**config.mk**
```make
export PLATFORM = sky130hd
export DESIGN_NAME = axi2apb_burst_bridge
export DESIGN_NICKNAME = d
export VERILOG_FILES = /design/src/rtl/axi2apb_burst_bridge.sv
export SDC_FILE = /design/constraint.sdc
export NUM_CORES = 1
export LEC_CHECK = 0
export ABC_AREA = 1
export CAP_MARGIN = 30
export CORE_MARGIN = 2
export CORE_UTILIZATION = 48
export CTS_BUF_LIST = sky130_fd_sc_hd__clkbuf_8
export DETAILED_ROUTE_END_ITERATION = 12
export PLACE_DENSITY = 0.88
export SYNTH_ARGS = -nofsm -noshare
export SYNTH_HDL_FRONTEND = slang
export SYNTH_SLANG_ARGS = --single-unit
export TNS_END_PERCENT = 100
```
**constraint.sdc**
```tcl
create_clock -name clk_i -period 2.9 [get_ports clk_i]
set_clock_uncertainty 0.05 [all_clocks]
set_input_delay 0.435 -clock clk_i [delete_from_list [all_inputs] [get_ports clk_i]]
set_output_delay 0.435 -clock clk_i [all_outputs]
set_load 0.005 [all_outputs]
```
**src/rtl/axi2apb_burst_bridge.sv**
```systemverilog
// AXI4 slave to APB4 master bridge. Holds one AXI transaction at a time and
// splits INCR/FIXED bursts into individual APB transfers. WRAP and reserved
// burst types are answered with SLVERR on every beat without touching APB.
module axi2apb_burst_bridge #(
    parameter int unsigned AXI_ADDR_WIDTH = 32,
    parameter int unsigned AXI_DATA_WIDTH = 32,
    parameter int unsigned AXI_ID_WIDTH   = 4,
    parameter int unsigned AXI_USER_WIDTH = 1
) (
    input  logic                        clk_i,
    input  logic                        rst_n,

    // AXI write address channel
    input  logic                        aw_valid,
    output logic                        aw_ready,
    input  logic [AXI_ADDR_WIDTH-1:0]   aw_addr,
    input  logic [7:0]                  aw_len,
    input  logic [2:0]                  aw_size,
    input  logic [1:0]                  aw_burst,
    input  logic [AXI_ID_WIDTH-1:0]     aw_id,
    input  logic [AXI_USER_WIDTH-1:0]   aw_user,

    // AXI write data channel
    input  logic                        w_valid,
    output logic                        w_ready,
    input  logic [AXI_DATA_WIDTH-1:0]   w_data,
    input  logic [AXI_DATA_WIDTH/8-1:0] w_strb,
    input  logic                        w_last,
    input  logic [AXI_USER_WIDTH-1:0]   w_user,

    // AXI write response channel
    output logic                        b_valid,
    input  logic                        b_ready,
    output logic [1:0]                  b_resp,
    output logic [AXI_ID_WIDTH-1:0]     b_id,
    output logic [AXI_USER_WIDTH-1:0]   b_user,

    // AXI read address channel
    input  logic                        ar_valid,
    output logic                        ar_ready,
    input  logic [AXI_ADDR_WIDTH-1:0]   ar_addr,
    input  logic [7:0]                  ar_len,
    input  logic [2:0]                  ar_size,
    input  logic [1:0]                  ar_burst,
    input  logic [AXI_ID_WIDTH-1:0]     ar_id,
    input  logic [AXI_USER_WIDTH-1:0]   ar_user,

    // AXI read data channel
    output logic                        r_valid,
    input  logic                        r_ready,
    output logic [AXI_DATA_WIDTH-1:0]   r_data,
    output logic [1:0]                  r_resp,
    output logic                        r_last,
    output logic [AXI_ID_WIDTH-1:0]     r_id,
    output logic [AXI_USER_WIDTH-1:0]   r_user,

    // APB4 master
    output logic [AXI_ADDR_WIDTH-1:0]   paddr,
    output logic                        psel,
    output logic                        penable,
    output logic                        pwrite,
    output logic [AXI_DATA_WIDTH-1:0]   pwdata,
    output logic [AXI_DATA_WIDTH/8-1:0] pstrb,
    input  logic [AXI_DATA_WIDTH-1:0]   prdata,
    input  logic                        pready,
    input  logic                        pslverr
);

    localparam logic [1:0] BurstFixed = 2'b00;
    localparam logic [1:0] BurstIncr  = 2'b01;
    localparam logic [1:0] RespOkay   = 2'b00;
    localparam logic [1:0] RespSlverr = 2'b10;

    // StWData waits for the next W beat between APB transfers of a write burst
    typedef enum logic [2:0] {
        StIdle,
        StSetup,
        StAccess,
        StWResp,
        StRData,
        StWData
    } state_e;

    state_e                      state_q, state_d;
    logic [AXI_ADDR_WIDTH-1:0]   addr_q, addr_d;
    logic [7:0]                  cnt_q, cnt_d;
    logic [2:0]                  size_q, size_d;
    logic [1:0]                  burst_q, burst_d;
    logic [AXI_ID_WIDTH-1:0]     id_q, id_d;
    logic                        write_q, write_d;
    logic [AXI_DATA_WIDTH-1:0]   wdata_q, wdata_d;
    logic [AXI_DATA_WIDTH/8-1:0] strb_q, strb_d;
    logic [AXI_DATA_WIDTH-1:0]   rdata_q, rdata_d;
    logic [1:0]                  rresp_q, rresp_d;
    logic                        err_q, err_d;
    logic                        last_rd_q, last_rd_d;

    logic                        wr_pend;
    logic                        rd_pend;
    logic                        grant_w;
    logic                        grant_r;
    logic                        bad_burst;
    logic [AXI_ADDR_WIDTH-1:0]   next_addr;

    // User sidebands and w_last carry no meaning for this bridge
    logic unused_inputs;
    assign unused_inputs = ^{aw_user, w_user, ar_user, w_last};

    assign wr_pend   = aw_valid & w_valid;
    assign rd_pend   = ar_valid;
    // On a tie the type not granted last wins; reset history says "last was read"
    assign grant_w   = rst_n & (state_q == StIdle) & wr_pend & (~rd_pend | last_rd_q);
    assign grant_r   = rst_n & (state_q == StIdle) & rd_pend & ~grant_w;
    assign bad_burst = (burst_q != BurstFixed) && (burst_q != BurstIncr);
    assign next_addr = (burst_q == BurstIncr) ?
                       addr_q + (AXI_ADDR_WIDTH'(1) << size_q) : addr_q;

    assign paddr   = addr_q;
    assign pwrite  = write_q;
    assign pwdata  = wdata_q;
    assign pstrb   = strb_q;
    assign b_resp  = (state_q == StWResp) ? {err_q, 1'b0} : RespOkay;
    assign b_id    = id_q;
    assign b_user  = '0;
    assign r_data  = rdata_q;
    assign r_resp  = rresp_q;
    assign r_last  = (state_q == StRData) && (cnt_q == 8'd0);
    assign r_id    = id_q;
    assign r_user  = '0;

    // Next-state, latched transaction context and handshake outputs
    always_comb begin
        state_d   = state_q;
        addr_d    = addr_q;
        cnt_d     = cnt_q;
        size_d    = size_q;
        burst_d   = burst_q;
        id_d      = id_q;
        write_d   = write_q;
        wdata_d   = wdata_q;
        strb_d    = strb_q;
        rdata_d   = rdata_q;
        rresp_d   = rresp_q;
        err_d     = err_q;
        last_rd_d = last_rd_q;
        aw_ready  = 1'b0;
        w_ready   = 1'b0;
        ar_ready  = 1'b0;
        b_valid   = 1'b0;
        r_valid   = 1'b0;
        psel      = 1'b0;
        penable   = 1'b0;

        unique case (state_q)
            StIdle: begin
                if (grant_w) begin
                    aw_ready  = 1'b1;
                    w_ready   = 1'b1;
                    addr_d    = aw_addr;
                    cnt_d     = aw_len;
                    size_d    = aw_size;
                    burst_d   = aw_burst;
                    id_d      = aw_id;
                    write_d   = 1'b1;
                    wdata_d   = w_data;
                    strb_d    = w_strb;
                    err_d     = 1'b0;
                    last_rd_d = 1'b0;
                    state_d   = StSetup;
                end else if (grant_r) begin
                    ar_ready  = 1'b1;
                    addr_d    = ar_addr;
                    cnt_d     = ar_len;
                    size_d    = ar_size;
                    burst_d   = ar_burst;
                    id_d      = ar_id;
                    write_d   = 1'b0;
                    wdata_d   = '0;
                    strb_d    = '0;
                    err_d     = 1'b0;
                    last_rd_d = 1'b1;
                    state_d   = StSetup;
                end
            end

            StSetup: begin
                // Unsupported bursts skip APB entirely and fail the beat
                psel = ~bad_burst;
                if (bad_burst) begin
                    if (write_q) begin
                        err_d = 1'b1;
                        if (cnt_q == 8'd0) begin
                            state_d = StWResp;
                        end else begin
                            cnt_d   = cnt_q - 8'd1;
                            state_d = StWData;
                        end
                    end else begin
                        rdata_d = '0;
                        rresp_d = RespSlverr;
                        state_d = StRData;
                    end
                end else begin
                    state_d = StAccess;
                end
            end

            StAccess: begin
                psel    = 1'b1;
                penable = 1'b1;
                if (pready) begin
                    if (write_q) begin
                        err_d = err_q | pslverr;
                        if (cnt_q == 8'd0) begin
                            state_d = StWResp;
                        end else begin
                            cnt_d   = cnt_q - 8'd1;
                            addr_d  = next_addr;
                            state_d = StWData;
                        end
                    end else begin
                        rdata_d = prdata;
                        rresp_d = {pslverr, 1'b0};
                        state_d = StRData;
                    end
                end
            end

            StWData: begin
                w_ready = 1'b1;
                if (w_valid) begin
                    wdata_d = w_data;
                    strb_d  = w_strb;
                    state_d = StSetup;
                end
            end

            StWResp: begin
                b_valid = 1'b1;
                if (b_ready) begin
                    state_d = StIdle;
                end
            end

            StRData: begin
                r_valid = 1'b1;
                if (r_ready) begin
                    if (cnt_q == 8'd0) begin
                        state_d = StIdle;
                    end else begin
                        cnt_d   = cnt_q - 8'd1;
                        addr_d  = next_addr;
                        state_d = StSetup;
                    end
                end
            end

            default: begin
                state_d = StIdle;
            end
        endcase
    end

    // State and context registers; reset aborts any transfer in flight
    always_ff @(posedge clk_i or negedge rst_n) begin
        if (!rst_n) begin
            state_q   <= StIdle;
            addr_q    <= '0;
            cnt_q     <= '0;
            size_q    <= '0;
            burst_q   <= '0;
            id_q      <= '0;
            write_q   <= 1'b0;
            wdata_q   <= '0;
            strb_q    <= '0;
            rdata_q   <= '0;
            rresp_q   <= RespOkay;
            err_q     <= 1'b0;
            last_rd_q <= 1'b1;
        end else begin
            state_q   <= state_d;
            addr_q    <= addr_d;
            cnt_q     <= cnt_d;
            size_q    <= size_d;
            burst_q   <= burst_d;
            id_q      <= id_d;
            write_q   <= write_d;
            wdata_q   <= wdata_d;
            strb_q    <= strb_d;
            rdata_q   <= rdata_d;
            rresp_q   <= rresp_d;
            err_q     <= err_d;
            last_rd_q <= last_rd_d;
        end
    end

endmodule

```
Word level (Yosys, flattened, before mapping)
Index checks and enable logic that the tools add are counted.
{"block": "op_classes", "addsub": 2, "multipliers": 0, "div": 0, "magnitude_cmp": 0, "eq_ne": 17, "shift": 1, "mux": 72, "bitwise_logic": 11, "n_reduce_logical": 18}
{"op": "32-bit two-way mux", "count": 14}
{"op": "32-bit case mux with 2 select lines", "count": 2}
{"op": "32-bit case mux with 3 select lines", "count": 1}
{"op": "8-bit two-way mux", "count": 7}
{"op": "3-bit two-way mux", "count": 11}
{"op": "32-bit adder", "count": 1}
{"op": "8-bit case mux with 4 select lines", "count": 1}
{"op": "1-bit by 3-bit left shift with 32-bit output, first input constant", "count": 1}
{"op": "4-bit two-way mux", "count": 5}
{"op": "5-bit AND reduction", "count": 4}
{"op": "1-bit two-way mux", "count": 18}
{"op": "2-bit != test, second input constant", "count": 9}
{"op": "3-bit case mux with 6 select lines", "count": 1}
{"op": "2-bit two-way mux", "count": 7}
{"op": "8-bit zero test", "count": 1}
{"op": "4-bit case mux with 2 select lines", "count": 1}
{"op": "2-bit nonzero test", "count": 4}
{"op": "8-bit by 1-bit subtractor with 8-bit output, second input constant", "count": 1}
{"op": "1-bit AND", "count": 6}
{"op": "3-bit by 2-bit equality test with 1-bit output, second input constant", "count": 2}
{"op": "3-bit equality test, second input constant", "count": 2}
{"op": "6-bit AND reduction", "count": 1}
{"op": "3-bit nonzero test", "count": 2}
{"op": "1-bit case mux with 2 select lines", "count": 2}
{"op": "other kinds (13)", "count": 17}
{"block": "word_totals", "register_bits": 125, "latch_bits": 0, "mem_bits_rw": 0, "mem_bits_ro": 0, "input_bits": 179, "output_inout_bits": 123, "elab_cells": 134, "n_memories": 0}

Logic depth before layout (Yosys ltp)
Gate-level depths: netlist of the first run.
{"block": "logic_depth", "ltp_word": 9, "ltp_mapped": 14, "mapped_depth_nobuf": 14}

Worst setup path after synthesis of the first run
Ideal clock, no wire load.
{"block": "synth_path", "kind": "flip-flop to flip-flop", "start": "register size_q[0]", "end": "register addr_q[12], in the netlist paddr[12]", "setup_ns": 0.126, "arrival_ns": 1.830, "setup_slack_ns": 0.894, "stages_incl_launch_ff": 13, "path_cell_list": "dfrtp_1 -> inv_1 -> nor3_1 -> fa_1 -> nand2_1 -> a21oi_1 -> nand3_1 -> nand2_1 -> nand2_1 -> nand3_1 -> o21ai_0 -> nand2_1 -> o21ai_0"}
{"block": "synth_between", "elab_chain_len": 7}
{"item": "from (decl)", "line": "87", "source": "logic [2:0] size_q, size_d;"}
{"item": "from (signal assigned)", "line": "284", "source": "size_q <= size_d;"}
{"item": "1-bit by 3-bit left shift with 32-bit output (*)", "line": "116", "source": "addr_q + (AXI_ADDR_WIDTH'(1) << size_q) : addr_q;"}
{"item": "32-bit adder (*)", "line": "116"}
{"item": "32-bit two-way mux (*)", "line": "115", "source": "assign next_addr = (burst_q == BurstIncr) ?"}
{"item": "32-bit two-way mux (*)", "line": "214, 248"}
{"item": "32-bit two-way mux", "line": "212", "source": "if (write_q) begin"}
{"item": "32-bit two-way mux", "line": "211", "source": "if (pready) begin"}
{"item": "32-bit case mux with 3 select lines (*)", "line": "154", "source": "unique case (state_q)"}
{"item": "to (signal assigned)", "line": "282", "source": "addr_q <= addr_d;"}
{"item": "to (decl)", "line": "85", "source": "logic [AXI_ADDR_WIDTH-1:0] addr_q, addr_d;"}
Mark *: on every way between the ends. The rest lies on a longest branch, timed or not. The select of a mux whose other input is x is not followed.
A chain may end at the register's enable or synchronous reset.

Worst setup path in the final report of the first run
{"block": "layout_path", "start": "register state_q[1]", "end": "output port w_ready"}
{"block": "layout_between", "elab_chain_len": 6}
{"item": "from (decl)", "line": "84", "source": "state_e state_q, state_d;"}
{"item": "from (signal assigned)", "line": "267", "source": "state_q <= StIdle;"}
{"item": "from (signal assigned)", "line": "281", "source": "state_q <= state_d;"}
{"item": "3-bit zero test", "line": "112, 154"}
{"item": "1-bit AND (3 in a row)", "line": "112", "source": "assign grant_w = rst_n & (state_q == StIdle) & wr_pend & (~rd_pend | last_rd_q);"}
{"item": "1-bit two-way mux", "line": "156", "source": "if (grant_w) begin"}
{"item": "1-bit case mux with 2 select lines (*)", "line": "154"}
{"item": "to (decl)", "line": "25", "source": "output logic w_ready,"}
Mark *: on every way between the ends. The rest lies on a longest branch, timed or not.

==> results.md, run 1 <==
- Counting flops with a built-in enable in the synthesized netlist gives 0.
- The minimum hold slack is 0.0729 ns.
- For this block, the initial DRC count from the detailed router was 541.
- The share of flip-flops with an asynchronous set or reset after synthesis is 100%.
- The Yosys step of the flow raised 0 warnings.
- The mapped netlist covers 0.00733 mm².
- Net switching is 44.4% of the power.
- The utilization after layout is 71.6%.
- The run finished with clean final reports.
- At the later pin of the worst-skew pair, clock insertion delay measures 0.45 ns.
- The final sum of negative setup slack is 0 ns.
- Summed over all nets, the half-perimeter wirelength after detailed placement is 17.7 mm.
- The analysis attributes to net switching a power of 4.56 mW.
- For this run, the post-layout net count is 1523.
- The H-tree generated during clock tree synthesis spans 4 levels.
- Dividing total power by cell area gives a power density of 950 mW/mm².
- The critical path buffer and inverter count is 3.
- The number of antenna diodes in the final layout is 0.
- The final setup violation count is 0.
- Across the run, the number of max-cap violations was 0.
- The unique cell type count in the Yosys netlist is 36.
- The share of post-route cells with drive strength above 1 is 5.50%.
- The worst supply voltage drop on vdd is 549 µV.
- Clock-pin slew was measured on the worst setup and hold paths at 0.08 ns.
- The biggest fanout along the worst timing path is 5.
- The number of buffers added on ports is 293.
- On the critical path the largest part of the delay comes from buffers and inverters.
- The clock network is responsible for 13.9% of the overall power.
- Walking the worst path, the cells encountered are inv_2 > nand2_2 > nor2_4 > nand2_2 > nor2_4 > inv_2 > nand2_1 > clkdlybuf4s50_1.
- The floorplan step defined a die boundary enclosing 0.0163 mm².
- The number of hold-repair buffers added at the cts stage is 0.
- The core region area is 0.0151 mm².
- The number of pins with negative max-slew slack in the final report is 0.
- The first global-routing pass estimated 39.3 mm of wire.
- By area the synthesized netlist is led by dfrtp_1 42%, nand2_1 13%, o21ai_0 7.7%, inv_1 7.4%, nor2_1 6.9%.
- The worst max-slew margin expressed relative to the limit is 52.0%.
- The number of placed instances, taps included is 1503.
- The worst register-to-register path begins at size_q[0].
- After technology mapping, the gate count stands at 1053.
- The cell internal power dissipation is 5.70 mW.
- The flop and latch count out of synthesis is 124.
- Summing all multi-input logic gate instances after layout gives 0.00344 mm².
- Global routing consumed, over all layers together, 30.3% of the routing resources.
- The transition time at the pin with the least slew margin is 0.720 ns.
- The non-filler instance count after layout is 1533.
- Entering global routing, the biggest net connects 125 pins.
- The delay of the slowest cell on the worst path is 0.56 ns.
- No sink is reached through more buffers than the 2 on the longest clock path.
- The most critical setup path has its startpoint at state_q[1].
- The synthesized area per cell is 6.96 µm².
- For the worst setup path, the data arrival time is 2.24 ns.
- The tree built by TritonCTS fans out to 124 sinks.
- For this run, the register share of the synthesized area comes to 42.3%.
- Dividing the detail-routed via count by the number of cells gives 5.30.
- The routed design could run at a clock period as short as 2.73 ns.
- Of the available clock period, the critical path in the final layout requires 94.1%.
- The main flop type after synthesis is dfrtp_1.
- The count of endpoints failing hold in the final timing report is 0.
- STA classifies the critical path startpoint as a flop.
- After global routing the overflow that remains totals 0.
- Once layout is done, the placed cells without fillers occupy 0.0108 mm².
- TritonCTS built the clock tree.
- The die height is 128 µm.
- In this run the count of I/O pins placed on the die edge is 302.
- The cell with the largest stage delay on the worst path is clkdlybuf4s50_1.
- The share of synthesized area in the top cell type comes to 42.0%.
- The count of nets left with antenna violations once routing finished came out at 0.
- The analysis attributes to cell leakage a power of 5.16 nW.
- After detailed routing, the average wire length per cell comes to 15.9 µm.
- The upper clock frequency limit is 366 MHz.
- The via count of the first global-routing pass is 7975.
- Of the total power, registers draw 30.1%.
- The filler cell count in the final layout is 1222.
- The pre-antenna-repair detailed-routing pass consisted of 6 iterations.
- The final routed DRC violation total is 0.
- STA puts the critical path data required time at 2.41 ns.
- The last weighted congestion value of the routability-driven placer is 0.948.
- In this run the worst hold path is classified as in -> async.
- The die is 128 µm wide.
- The initial core utilization is 48.6%.
- The biggest area consumer among synthesized cells is dfrtp_1.
- The total clock buffers created by CTS is 17.
- The sequential standard cell area is 0.00310 mm².
- The initial antenna violation count was 0.
- The cell sitting at the root of the clock tree is a clkbuf_8.
- The share of total power dissipated in combinational logic is 56.0%.
- The total wirelength of the detailed-routed design is 24.3 mm.
- The worst setup path is captured at a primary output.
- Setup repair after global routing left no endpoint under its margin.
- From synthesis to final layout, the design area changed by 47.3%.
- The cell area after placement is 0.0104 mm².
- The total vias in the final route is 8132.
- The site row count is 45.
- The startpoint-to-endpoint class of the critical path is reg -> out.
worst paths after layout:
| path | end | slack, ns | cells after the start |
|---|---|---|---|
| max in group asynchronous | cnt_q[3] | 2.15 | 2 |
| setup reg to reg | paddr[12] | 0.45 | 12 |
| hold / removal | paddr[12] | 0.07 | 2 |
| setup / recovery | w_ready | 0.17 | 8 |
| hold reg to reg | r_data[1] | 0.46 | 2 |
| min in group clk_i | pwrite | 0.45 | 4 |
sequential cells by signal, indices dropped and copies added (netlist names):
signal,flops
state_q,3
r_resp,1
err_q,1
pwrite,1
paddr,32
pwdata,32
b_id,4
r_data,32
cnt_q,8
burst_q,2
last_rd_q,1
pstrb,4
size_q,3
power by group through the flow:
stage               sequential (mW)  clock, mW  combinational [mW]
global route                   3.17       1.54                6.41
finish                         3.09       1.43                5.74
CTS                            3.07       1.45                5.73
detailed placement             3.09          0                5.69
floorplan                      3.00          0                3.26
global placement               3.06          0                5.57
layer usage:
| metal | GRT usage, % | up-vias | wire (µm) | share of wire (%) |
|---|---|---|---|---|
| li1 | - | 3933 | - | - |
| met1 | 37.7 | 3788 | 9690 | 40 |
| met2 | 49.4 | 351 | 11700 | 48 |
| met3 | 9.42 | 60 | 2150 | 8.8 |
| met4 | 11.9 | 0 | 783 | 3.2 |
| met5 | 0 | - | 0 | 0 |
cell type report:
cell class / instances / area share, %
clock buffers: 19 / 2.42
clock inverters: 11 / 0.904
repair buffers: 309 / 28.6
well taps: 188 / 2.18
inverters: 153 / 5.32
flip-flops and latches: 124 / 28.7
multi-input cells: 729 / 31.8
cells by family after synthesis:
group | count (synthesis) | share of synthesized area (%)
buffers and inverters | 203 | 11.2
other | 1 | 0.0511
adder cells (fa/ha/maj) | 10 | 1.81
XOR/XNOR | 5 | 0.597
AND/OR/NAND/NOR | 515 | 29.5
flip-flops | 124 | 42.3
AO/OA/AOI/OAI | 195 | 14.5
placed cells by master, fill, tap and decap left out, drive strengths merged:
master	count
o22ai	40
xnor2	1
nor2	140
nand4	9
o21bai	1
clkdlybuf4s50	291
o211ai	4
nand2	249
inv	153
clkinvlp	3
dfstp	1
o2bb2ai	1
bufinv	1
a21oi	26
fa	1
or2	4
o21ai	118
clkinv	7
a31oi	4
conb	4
a21boi	1
clkbuf	19
dlymetal6s2s	1
nor3	23
nand3	85
buf	17
xor2	4
nor4	2
dfrtp	123
nand3b	3
ha	9
stage by stage:
step	worst slack, ns	power (mW)
final	0.171	10.3
after global routing	0.0253	11.1
after CTS	0.00554	10.2
after detailed placement	0.268	8.78
after global placement	0.280	8.63
after floorplan	0.894	6.26
synth_stat cells, types with 2 or more instances:
cell and number:
a21oi_1 25, or2_2 4, xor2_1 4, o22ai_1 40
nand3_1 83, buf_4 11, nand2_2 3, nor2_2 4
o211ai_1 4, nand4_1 9, inv_1 144, a31oi_1 4
ha_1 9, nor4_1 2, inv_2 7, clkinv_1 2
nand2_1 246, nand3_2 2, o21ai_0 113, nor3_1 22
dfrtp_1 123, buf_2 16, clkbuf_1 23, o21ai_1 5
nand3b_1 3, nor2_1 135
repair_timing:
item / in CTS / in global routing
pin swaps: 0 / 0
gates resized for setup: 1 / 5
endpoints found under the setup margin: 1 / 1
buffers inserted: 0 / 0
Power figures use the tool's default switching activity.
==> run 2: changes to the inputs <==
- MAX_ROUTING_LAYER: default -> met4
==> run 2 against run 1 <==
Effect of this change: die area is the same; clock power rose by 20%; first-iteration DRC count shrank 4.1%; maximum frequency shrank 0.89%; largest cell class unchanged; largest power group unchanged; highest routed layer unchanged.
==> results.md, run 2 (synthesis results as in run 1) <==
- The largest net degree at the start of global routing was 74 (-41%).
- The clock network fraction of design power is 16.1% (+2.2 points).
- The top cell types in the final layout, fill and taps aside, are 292 x clkdlybuf4s50_1, 245 x nand2_1, 144 x inv_1.
- The last weighted congestion value of the routability-driven placer is 0.942 (-0.64%).
- The initial core utilization is 48.6% (unchanged).
- The net load switching power came to 4.64 mW (+1.8%).
- The cell internal power dissipation is 5.94 mW (+4.2%).
- The count of endpoints failing hold in the final timing report is 0 (unchanged).
- The number of vias per cell after detailed routing came to 5.27 (-0.75%).
- The number of pins with negative max-slew slack in the final report is 0 (unchanged).
- The net switching fraction of the power is 43.9% (-0.57 points).
- The insertion delay to the later sink of the worst-skew pair is 0.46 ns (about the same).
- The number of buffers inserted by post-CTS setup repair is 0 (unchanged).
- The maximum buffer depth of the clock tree is 2 (unchanged).
- The non-filler instance count after layout came to 1539 (+0.39%).
- The final sum of negative setup slack is 0 ns (unchanged).
- The number of placed instances, taps included came to 1506 (+0.20%).
- The global-route wire length before repair is 39.4 mm (+0.35%).
- The number of hold-repair buffers added at the cts stage came to 0 (unchanged).
- The leakage component of the power is 5.21 nW (+0.95%).
- The combinational share of power came to 54.7% (-1.3 points).
- The initial antenna violation count is 0 (unchanged).
- The clock-pin slew on the worst setup and hold paths is 0.08 ns (about the same).
- The reg2reg setup slack was 0.43 ns (-0.02 ns).
- The worst supply voltage drop on vdd is 542 µV (-1.4%).
- The biggest fanout along the worst timing path is 5 (unchanged).
- The site row count came to 45 (unchanged).
- The count of routing violations after the opening detailed-route iteration is 519 (-4.1%).
- The aggregate global routing overflow is 0 (unchanged).
- The final design area excluding fillers is 0.0109 mm² (+1.1%).
- The number of buffers added on ports was 293 (unchanged).
- The run finished with clean final reports.
- The detailed placer's ending HPWL is 17.9 mm (+1.5%).
- The total vias in the final route is 8103 (-0.36%).
- Setup repair after global routing left no endpoint under its margin.
- The total number of H-tree levels is 4 (unchanged).
- TritonCTS built the clock tree.
- The number of cells traversed by the worst register-to-register path is 12 (unchanged).
- The count of antenna diodes in the layout is 0 (unchanged).
- The number of ports placed on the die boundary is 302 (unchanged).
- The worst path arrival time came to 2.27 ns (+0.03 ns).
- The cell area after placement is 0.0104 mm² (about the same).
- The final routed DRC violation total was 0 (unchanged).
- The startpoint-to-endpoint class of the critical path is reg -> out.
- The via count of the first global-routing pass came to 8106 (+1.6%).
- The most frequent standard cell in the layout excluding fill and tap cells is clkdlybuf4s50_1.
- The total global-route track usage is 31.4% (+1.1 points).
- The net count reported at finish came to 1527 (+0.26%).
- The share of post-route cells with drive strength above 1 is 6.00% (+0.49 points).
- The nature of the critical path endpoint is a primary output.
- The routed length per instance is 16.0 µm (+0.51%).
- The final setup violation count is 0 (unchanged).
- The die height came to 128 µm (unchanged).
- The transition time at the pin with the least slew margin came to 0.675 ns (-0.0454 ns).
- The width of the die came to 128 µm (unchanged).
- The data required time of the worst path is 2.41 ns (about the same).
- The number of antenna-violating nets in the routed design is 0 (unchanged).
- The time the worst path needs with I/O delays and setup is 2.75 ns (+0.0245 ns).
- The worst hold path class is in -> async.
- The worst max-slew margin expressed relative to the limit is 55.0% (+3.0 points).
- The core region area was 0.0151 mm² (unchanged).
- The master cell of the clock root buffer is clkbuf_8.
- The area growth from synthesis to layout is 48.9%.
- The total clock buffers created by CTS is 17 (unchanged).
- The overall die area is 0.0163 mm² (unchanged).
- The upper clock frequency limit was 363 MHz (-0.89%).
- The detailed-routing iteration count for the pre-antenna-repair pass came to 5 (-1).
- The number of max-cap violations is 0 (unchanged).
- The register share of total power was 29.2% (-0.9 points).
- The portion of the clock cycle consumed by the worst path in the final layout came to 95.0% (+0.84 points).
- The total clock sinks came to 124 (unchanged).
- The total wirelength of the detailed-routed design is 24.6 mm (+0.91%).
- The power per unit of standard cell area is 969 mW/mm² (+2.1%).
- The worst setup path is launched from a flop.
## run 2: cell count changes in the layout (fill, tap and decap cells not counted), moves of 2 or more
cell / before / now
inv_6: 1 / 8
buf_4: 14 / 18
clkinvlp_4: 3 / 0
bufinv_16: 1 / 3
clkinv_2: 3 / 1
## run 2: area by class of cell
class | instances | area (µm²)
fillers | 1199 | 4170
multi-input cells | 729 | 3440
repair buffers | 313 | 3130
flip-flops and latches | 124 | 3100
inverters | 153 | 574
clock buffers | 19 | 262
well taps | 188 | 235
clock inverters | 13 | 174
## run 2: path summary, 6_finish.rpt
kind	start	end
min in group clk_i	err_q	err_q
worst min register to register	err_q	err_q
max in group asynchronous	rst_n	last_rd_q
worst max register to register	size_q[0]	paddr[12]
worst min-delay path	rst_n	paddr[11]
worst max-delay path	state_q[1]	w_ready
## run 2: critical path, stage by stage (launching register included)
cell and delay [ns]:
dfrtp_1 0.45, inv_2 0.13, nand2_2 0.08, nor2_4 0.12, nand2_2 0.11, nor2_4 0.12
inv_2 0.04, nand2_1 0.19, clkdlybuf4s50_1 0.57
## run 2: through the flow
stage	hold slack, ns	util, %	total power [mW]	setup WS [ns]
floorplan	0.0894	-	6.26	0.894
finish	0.0901	72.4	10.6	0.146
CTS	0.0992	72.0	10.5	0.0196
global placement	0.422	69.1	8.66	0.303
detailed placement	0.432	69.1	8.80	0.300
global route	0.140	72.4	11.4	0.0120
## run 2: what timing repair did
item	4_1_cts	5_1_grt
resized for setup	1	5
pin swaps	0	0
endpoints found under the setup margin	1	1
## run 2: per-layer routing
metal  part of all wire, %  global-route usage (%)  vias to the layer above
li1                      -                       -                     3942
met1                    40                    37.8                     3721
met2                    49                    51.6                      374
met3                   7.8                    6.87                       66
met4                   3.4                    12.9                        0
met5                     0                       -                        -
## run 2: power groups by stage
stage          Sequential [mW]  Clock [mW]  Combinational [mW]
2_1_floorplan             3.00           0                3.26
3_3_place_gp              3.05           0                5.61
3_5_place_dp              3.08           0                5.73
4_1_cts                   3.06        1.72                5.76
5_1_grt                   3.17        1.81                6.45
6_report                  3.08        1.71                5.79
